===== config.mk =====
export PLATFORM = sky130hd
export DESIGN_NAME = alert_sequencer
export DESIGN_NICKNAME = d
export VERILOG_FILES = /design/src/rtl/alert_sequencer_pkg.sv /design/src/rtl/alert_sequencer_timer.sv /design/src/rtl/alert_sequencer.sv
export SDC_FILE = /design/constraint.sdc
export NUM_CORES = 1
export LEC_CHECK = 0
export CORE_ASPECT_RATIO = 0.8
export CORE_MARGIN = 10
export CORE_UTILIZATION = 51
export DETAILED_ROUTE_END_ITERATION = 10
export HOLD_SLACK_MARGIN = 0.15
export PLACE_DENSITY_LB_ADDON = 0.3
export SLEW_MARGIN = 25
export SYNTH_ARGS = -nofsm -noshare
export SYNTH_HDL_FRONTEND = slang
export SYNTH_HIERARCHICAL = 1
export SYNTH_SLANG_ARGS = --single-unit

===== constraint.sdc =====
create_clock -name clk -period 3.49 [get_ports clk]
set_input_delay 0.698 -clock clk [delete_from_list [all_inputs] [get_ports clk]]
set_output_delay 0.698 -clock clk [all_outputs]
set_load 0.005 [all_outputs]

===== src/rtl/alert_sequencer_pkg.sv =====
// alert_sequencer_pkg: shared state encodings, notify codes, default parameters and helpers
package alert_sequencer_pkg;
    typedef enum logic [2:0] {
        S_IDLE    = 3'd0,
        S_QUALIFY = 3'd1,
        S_ALARM   = 3'd2,
        S_NOTIFY  = 3'd3,
        S_RETRY   = 3'd4,
        S_HOLD    = 3'd5,
        S_FAULT   = 3'd6,
        S_CLEAR   = 3'd7
    } state_e;
    localparam logic [2:0] CODE_TEST     = 3'b111;
    localparam logic [2:0] CODE_LOCKDOWN = 3'b100;
    localparam logic [2:0] CODE_EVAC     = 3'b010;
    localparam logic [2:0] CODE_GENERIC  = 3'b001;
    localparam int DEF_DEBOUNCE_CYCLES = 4;
    localparam int DEF_ACK_TIMEOUT     = 1000;
    localparam int DEF_MAX_RETRIES     = 3;
    localparam int DEF_CLEAR_HOLD      = 8;
    function automatic logic [2:0] pick_code(input logic test, input logic lock, input logic evac);
        return test ? CODE_TEST : lock ? CODE_LOCKDOWN : evac ? CODE_EVAC : CODE_GENERIC;
    endfunction
    function automatic logic siren_state(input state_e s);
        return s inside {S_ALARM, S_NOTIFY, S_RETRY, S_HOLD, S_FAULT};
    endfunction
endpackage


===== src/rtl/alert_sequencer_timer.sv =====
// cycle_timer: 16-bit loadable down-counter that holds at zero
// Ports: clk, rst_n (async active-low), load_i/load_val_i (load), dec_i (count down), count_o, zero_o
module cycle_timer (
    input  logic        clk,
    input  logic        rst_n,
    input  logic        load_i,
    input  logic [15:0] load_val_i,
    input  logic        dec_i,
    output logic [15:0] count_o,
    output logic        zero_o
);
    logic [15:0] count_q;
    always_ff @(posedge clk or negedge rst_n) begin
        if (!rst_n) count_q <= '0;
        else if (load_i) count_q <= load_val_i;
        else if (dec_i && count_q != '0) count_q <= count_q - 16'd1;
    end
    assign count_o = count_q;
    assign zero_o  = count_q == '0;
endmodule


===== src/rtl/alert_sequencer.sv =====
// alert_sequencer: debounces emergency classifications, drives siren and authority notification with retries
// Ports: clk, rst_n (async active-low); classifier inputs confirmedEmergency, nonSpecificEmergency,
// needEvacuation, lockdownNeeded, isSystemTest, isAllClear; notifyAck from dialer;
// outputs notifyReq, notifyCode, sirenOn, escalated, faultOut, allClearPulse, retryCount, state
module alert_sequencer import alert_sequencer_pkg::*; #(
    parameter int DEBOUNCE_CYCLES = DEF_DEBOUNCE_CYCLES,
    parameter int ACK_TIMEOUT     = DEF_ACK_TIMEOUT,
    parameter int MAX_RETRIES     = DEF_MAX_RETRIES,
    parameter int CLEAR_HOLD      = DEF_CLEAR_HOLD
) (
    input  logic       clk,
    input  logic       rst_n,
    input  logic       confirmedEmergency,
    input  logic       nonSpecificEmergency,
    input  logic       needEvacuation,
    input  logic       lockdownNeeded,
    input  logic       isSystemTest,
    input  logic       isAllClear,
    input  logic       notifyAck,
    output logic       notifyReq,
    output logic [2:0] notifyCode,
    output logic       sirenOn,
    output logic       escalated,
    output logic       faultOut,
    output logic       allClearPulse,
    output logic [1:0] retryCount,
    output logic [2:0] state
);
    localparam logic [15:0] DEB_LD = 16'(DEBOUNCE_CYCLES - 1);
    localparam logic [15:0] ACK_LD = 16'(ACK_TIMEOUT - 1);
    localparam logic [15:0] CLR_LD = 16'(CLEAR_HOLD - 1);
    state_e      state_q, state_d;
    logic [2:0]  code_q, code_d;
    logic [1:0]  retry_q, retry_d;
    logic        esc_q, esc_d, armed_q, t_load, t_dec, t_zero, escalate;
    logic [15:0] t_val, t_count;
    cycle_timer u_timer (
        .clk        (clk),
        .rst_n      (rst_n),
        .load_i     (armed_q & t_load),
        .load_val_i (t_val),
        .dec_i      (armed_q & t_dec),
        .count_o    (t_count),
        .zero_o     (t_zero)
    );
    // Re-notify only when the situation worsens from a non-lockdown code
    assign escalate = state_q == S_HOLD && lockdownNeeded && (code_q == CODE_EVAC || code_q == CODE_GENERIC);
    always_comb begin
        state_d = state_q;
        code_d  = code_q;
        retry_d = retry_q;
        esc_d   = esc_q;
        t_load  = 1'b0;
        t_dec   = 1'b0;
        t_val   = '0;
        case (state_q)
            S_IDLE:
                if (confirmedEmergency) state_d = S_ALARM;
                else if (nonSpecificEmergency) begin
                    state_d = S_QUALIFY;
                    t_load  = 1'b1;
                    t_val   = DEB_LD;
                end
            // The IDLE cycle counts as the first high cycle, so fire once the timer would hit zero
            S_QUALIFY:
                if (confirmedEmergency) state_d = S_ALARM;
                else if (!nonSpecificEmergency) state_d = S_IDLE;
                else if (t_count <= 16'd1) state_d = S_ALARM;
                else t_dec = 1'b1;
            S_ALARM: begin
                state_d = S_NOTIFY;
                retry_d = '0;
                t_load  = 1'b1;
                t_val   = ACK_LD;
            end
            S_NOTIFY:
                if (notifyAck) begin
                    state_d = S_HOLD;
                    t_load  = 1'b1;
                    t_val   = CLR_LD;
                end else if (t_zero) begin
                    state_d = S_RETRY;
                    retry_d = retry_q + 2'd1;
                end else t_dec = 1'b1;
            S_RETRY: begin
                state_d = 32'(retry_q) < MAX_RETRIES ? S_NOTIFY : S_FAULT;
                t_load  = 1'b1;
                t_val   = 32'(retry_q) < MAX_RETRIES ? ACK_LD : CLR_LD;
            end
            S_HOLD, S_FAULT:
                if (escalate) begin
                    esc_d   = 1'b1;
                    state_d = S_ALARM;
                end else if (!isAllClear) begin
                    t_load = 1'b1;
                    t_val  = CLR_LD;
                end else if (t_zero) state_d = S_CLEAR;
                else t_dec = 1'b1;
            S_CLEAR: begin
                state_d = S_IDLE;
                esc_d   = 1'b0;
                retry_d = '0;
            end
            default: state_d = S_IDLE;
        endcase
        // Code is captured on the cycle the alarm is raised, so ALARM already shows it
        if (state_d == S_ALARM) code_d = pick_code(isSystemTest, lockdownNeeded, needEvacuation);
    end
    // First edge after reset only arms the sequencer; decisions start on the second edge
    always_ff @(posedge clk or negedge rst_n) begin
        if (!rst_n) begin
            armed_q       <= 1'b0;
            state_q       <= S_IDLE;
            code_q        <= '0;
            retry_q       <= '0;
            esc_q         <= 1'b0;
            notifyReq     <= 1'b0;
            sirenOn       <= 1'b0;
            faultOut      <= 1'b0;
            allClearPulse <= 1'b0;
        end else begin
            armed_q <= 1'b1;
            if (armed_q) begin
                state_q       <= state_d;
                code_q        <= code_d;
                retry_q       <= retry_d;
                esc_q         <= esc_d;
                notifyReq     <= state_d == S_NOTIFY;
                sirenOn       <= siren_state(state_d) && code_d != CODE_TEST;
                faultOut      <= state_d == S_FAULT;
                allClearPulse <= state_d == S_CLEAR;
            end
        end
    end
    assign notifyCode = code_q;
    assign retryCount = retry_q;
    assign escalated  = esc_q;
    assign state      = state_q;
endmodule


==> results.py <==
metrics = {
    "status": {
        "outcome": "complete, no violations",
    },
    "drt": {
        "vias": 1896,
        "routed_wl_um": 5050,
        "viasPerCell": 5.82,
        "drc": 0,
        "antenna_left": 0,
        "wl_per_cell_um": 15.5,
        "detail_route.first_pass.iterations": 5,
        "first_iter_violations": 198,
    },
    "finish": {
        "seq_area_um2": 751,
        "most-common-layout-cells": "dfrtp_1 (30), nand2_1 (27), o21ai_0 (22), clkdlybuf4s50_1 (21), nor2_1 (18)",
        "n_antenna_cell": 0,
        "nNetsFinal": 281,
        "fillers": 331,
        "drive_above_1_share_pct": 13.7,
        "final_area_um2": 2470,
        "areaGrowthSynthToFinish_pct": 21.0,
        "layout_commonest_cell": "dfrtp_1",
        "final_util_pct": 64.5,
        "multi_input_area_um2": 1230,
    },
    "timing": {
        "worstMarginPinSlew_ns": 0.610,
        "period_share_pct": 93.5,
        "setup_viol": 0,
        "tns_ns": 0,
        "holdWs_ns": 0.520,
        "timing.fmax_ghz": 0.307,
        "drv_slew": 0,
        "finalCriticalPeriod_ns": 3.26,
        "rsz0062_at_grt": "false",
        "slew-limit-headroom_pct": 59.3,
        "clock_skew_ns": 0.00550,
        "hold_viol_final": 0,
    },
    "min_path": {
        "hold_start": "retryCount[1]",
        "min_path_type": "reg -> reg",
    },
    "grt": {
        "grt_pass1_vias": 1676,
        "grt_max_degree": 31,
        "grt_usage_pct": 14.3,
        "grt_pass1_wl_um": 8360,
        "overflow": 0,
        "antenna_found_initial": 0,
    },
    "synthesis": {
        "yosys_most_used_dff": "dfrtp_1",
        "avgSynthCellArea_um2": 8.64,
        "syn_inst": 236,
        "synth_area_um2": 2040,
        "synth_edf_count": 0,
        "ys_types": 60,
        "async_flop_share_pct": 100,
        "synth-seq-cells": 30,
        "synth-seq-area-share_pct": 36.8,
        "yosysWarnings": 6,
    },
    "clock_network": {
        "cts-buffers-inserted": 5,
        "cts_resized": 0,
        "cts.reportedPaths.clkPinSlew_ns": 0.07,
        "cts.sinks": 30,
        "hold_buffers": 0,
        "htreeDepth": 2,
        "cts_tree": "built",
        "cts_post_setup_buffers_inserted": 0,
        "cts_root_buf": "clkbuf_8",
        "cts_buffer_depth": 2,
        "clk_latency_ns": 0.28,
    },
    "placed_design": {
        "hpwl_um": 3660,
        "gp_congestion": 0.895,
        "placed_cell_area_um2": 2370,
        "port_buffers": 21,
    },
    "pwr": {
        "swShare_pct": 45.2,
        "p_clk_share_pct": 13.2,
        "combPwrFrac_pct": 54.1,
        "irDropWorstVdd_uv": 509,
        "power_density_nw_per_um2": 909,
        "p_int_mw": 1.23,
        "p_seq_share_pct": 32.7,
        "fin_total_pwr_mw": 2.24,
        "p_switching_mw": 1.02,
        "leakagePower_nw": 0.984,
    },
    "die": {
        "die_area_um2": 6940,
        "ios": 22,
        "start_util_pct": 53.3,
        "die_y_um": 76.6,
        "die_x_um": 90.7,
        "core.rowCount": 20,
        "core_area_um2": 3830,
    },
    "critical_path": {
        "worstSetupStartpointType": "flop",
        "worstPathMaxFanout": 7,
        "setup.worst_path.start": "u_timer/count_o[1]",
        "crit_required_ns": 3.67,
        "end_kind": "flop",
        "worstPathArrival_ns": 3.45,
        "crit_type": "reg -> reg",
        "rr_startpoint": "u_timer/count_o[1]",
    },
    "run": {
        "drv_cap": 0,
    },
}
==> critical path, stage by stage, from the launching register on <==
cell,delay [ns]
dfrtp_1,0.39
inv_1,0.08
ha_1,0.21
nor4b_2,0.17
nand2_2,0.15
or3_1,0.14
inv_1,0.08
o211ai_1,0.23
o21a_1,0.18
nand2_1,0.06
a211oi_2,0.19
or4b_4,0.55
nor3_4,0.23
and4bb_2,0.26
a21oi_1,0.05
o21ai_0,0.20
==> registers in the layout (all words and copies together), names as in the netlist <==
register         count
notifyReq            1
armed_q              1
notifyCode           3
sirenOn              1
state                3
allClearPulse        1
faultOut             1
retryCount           2
escalated            1
u_timer/count_o     16
==> cells by family after synthesis <==
family | Yosys count | share of synthesized area, %
simple gates | 97 | 27.8
compound gates | 73 | 24.8
flops | 30 | 36.8
buf+inv | 22 | 4.48
xor+xnor | 8 | 3.44
fa+ha+maj | 2 | 1.23
other cells | 2 | 0.368
mux | 2 | 1.04
==> path summary, 6_finish.rpt <==
| check | to | depth (start not counted) | slack [ns] |
|---|---|---|---|
| max | u_timer/count_o[13] | 15 | 0.23 |
| min | retryCount[1] | 2 | 0.52 |
| max reg2reg | u_timer/count_o[13] | 15 | 0.23 |
| min reg2reg | retryCount[1] | 2 | 0.52 |
| max in group asynchronous | u_timer/count_o[3] | 2 | 2.40 |
| min in group asynchronous | notifyCode[1] | 2 | 0.80 |
==> final cells by class <==
class / instances / area share, %
multi-input combinational: 191 / 49.9
sequential: 30 / 30.4
timing repair buffer: 30 / 11.3
clock buffer: 6 / 3.35
tap: 55 / 2.79
inverter: 12 / 1.82
clock inverter: 2 / 0.507
==> cell usage after synthesis (3+ instances only) <==
| library cell | number | area, um^2 |
|---|---|---|
| a21oi_1 | 10 | 50.1 |
| a31oi_1 | 4 | 25.0 |
| and2_1 | 4 | 25.0 |
| buf_2 | 4 | 20.0 |
| clkbuf_1 | 5 | 18.8 |
| dfrtp_1 | 30 | 751 |
| inv_1 | 12 | 45.0 |
| nand2_1 | 28 | 105 |
| nand2b_1 | 5 | 31.3 |
| nand3_1 | 6 | 30.0 |
| nor2_1 | 18 | 67.6 |
| nor3_1 | 5 | 25.0 |
| nor4_1 | 4 | 25.0 |
| o211ai_1 | 7 | 52.6 |
| o21ai_0 | 22 | 110 |
| o22ai_1 | 3 | 18.8 |
| o31a_1 | 3 | 26.3 |
| o31ai_1 | 4 | 30.0 |
| xnor2_1 | 3 | 26.3 |
| xor2_1 | 5 | 43.8 |
==> per-stage QoR <==
| step | instances | worst slack (ns) |
|---|---|---|
| 3_3_place_gp | 318 | 0.284 |
| 3_5_place_dp | 318 | 0.229 |
| 4_1_cts | 326 | 0.186 |
| 6_report | 326 | 0.228 |
| 5_1_grt | 326 | 0.00386 |
| 2_1_floorplan | 243 | 0.214 |
==> power by group through the flow <==
stage	clock network (mW)	logic [mW]	registers, mW
final	0.296	1.21	0.734
after global routing	0.320	1.35	0.758
after CTS	0.301	1.19	0.726
after detailed placement	0	1.18	0.730
after global placement	0	1.16	0.725
after floorplan	0	0.840	0.683
==> metal layers <==
metal / share of wire [%] / GRT usage [%] / routed length (um)
met1: 50 / 21.3 / 2520
met2: 41 / 19.2 / 2060
met3: 8.2 / 4.13 / 413
met4: 1.2 / 3.49 / 61
met5: 0 / 0 / 0
Power figures use the tool's default switching activity.
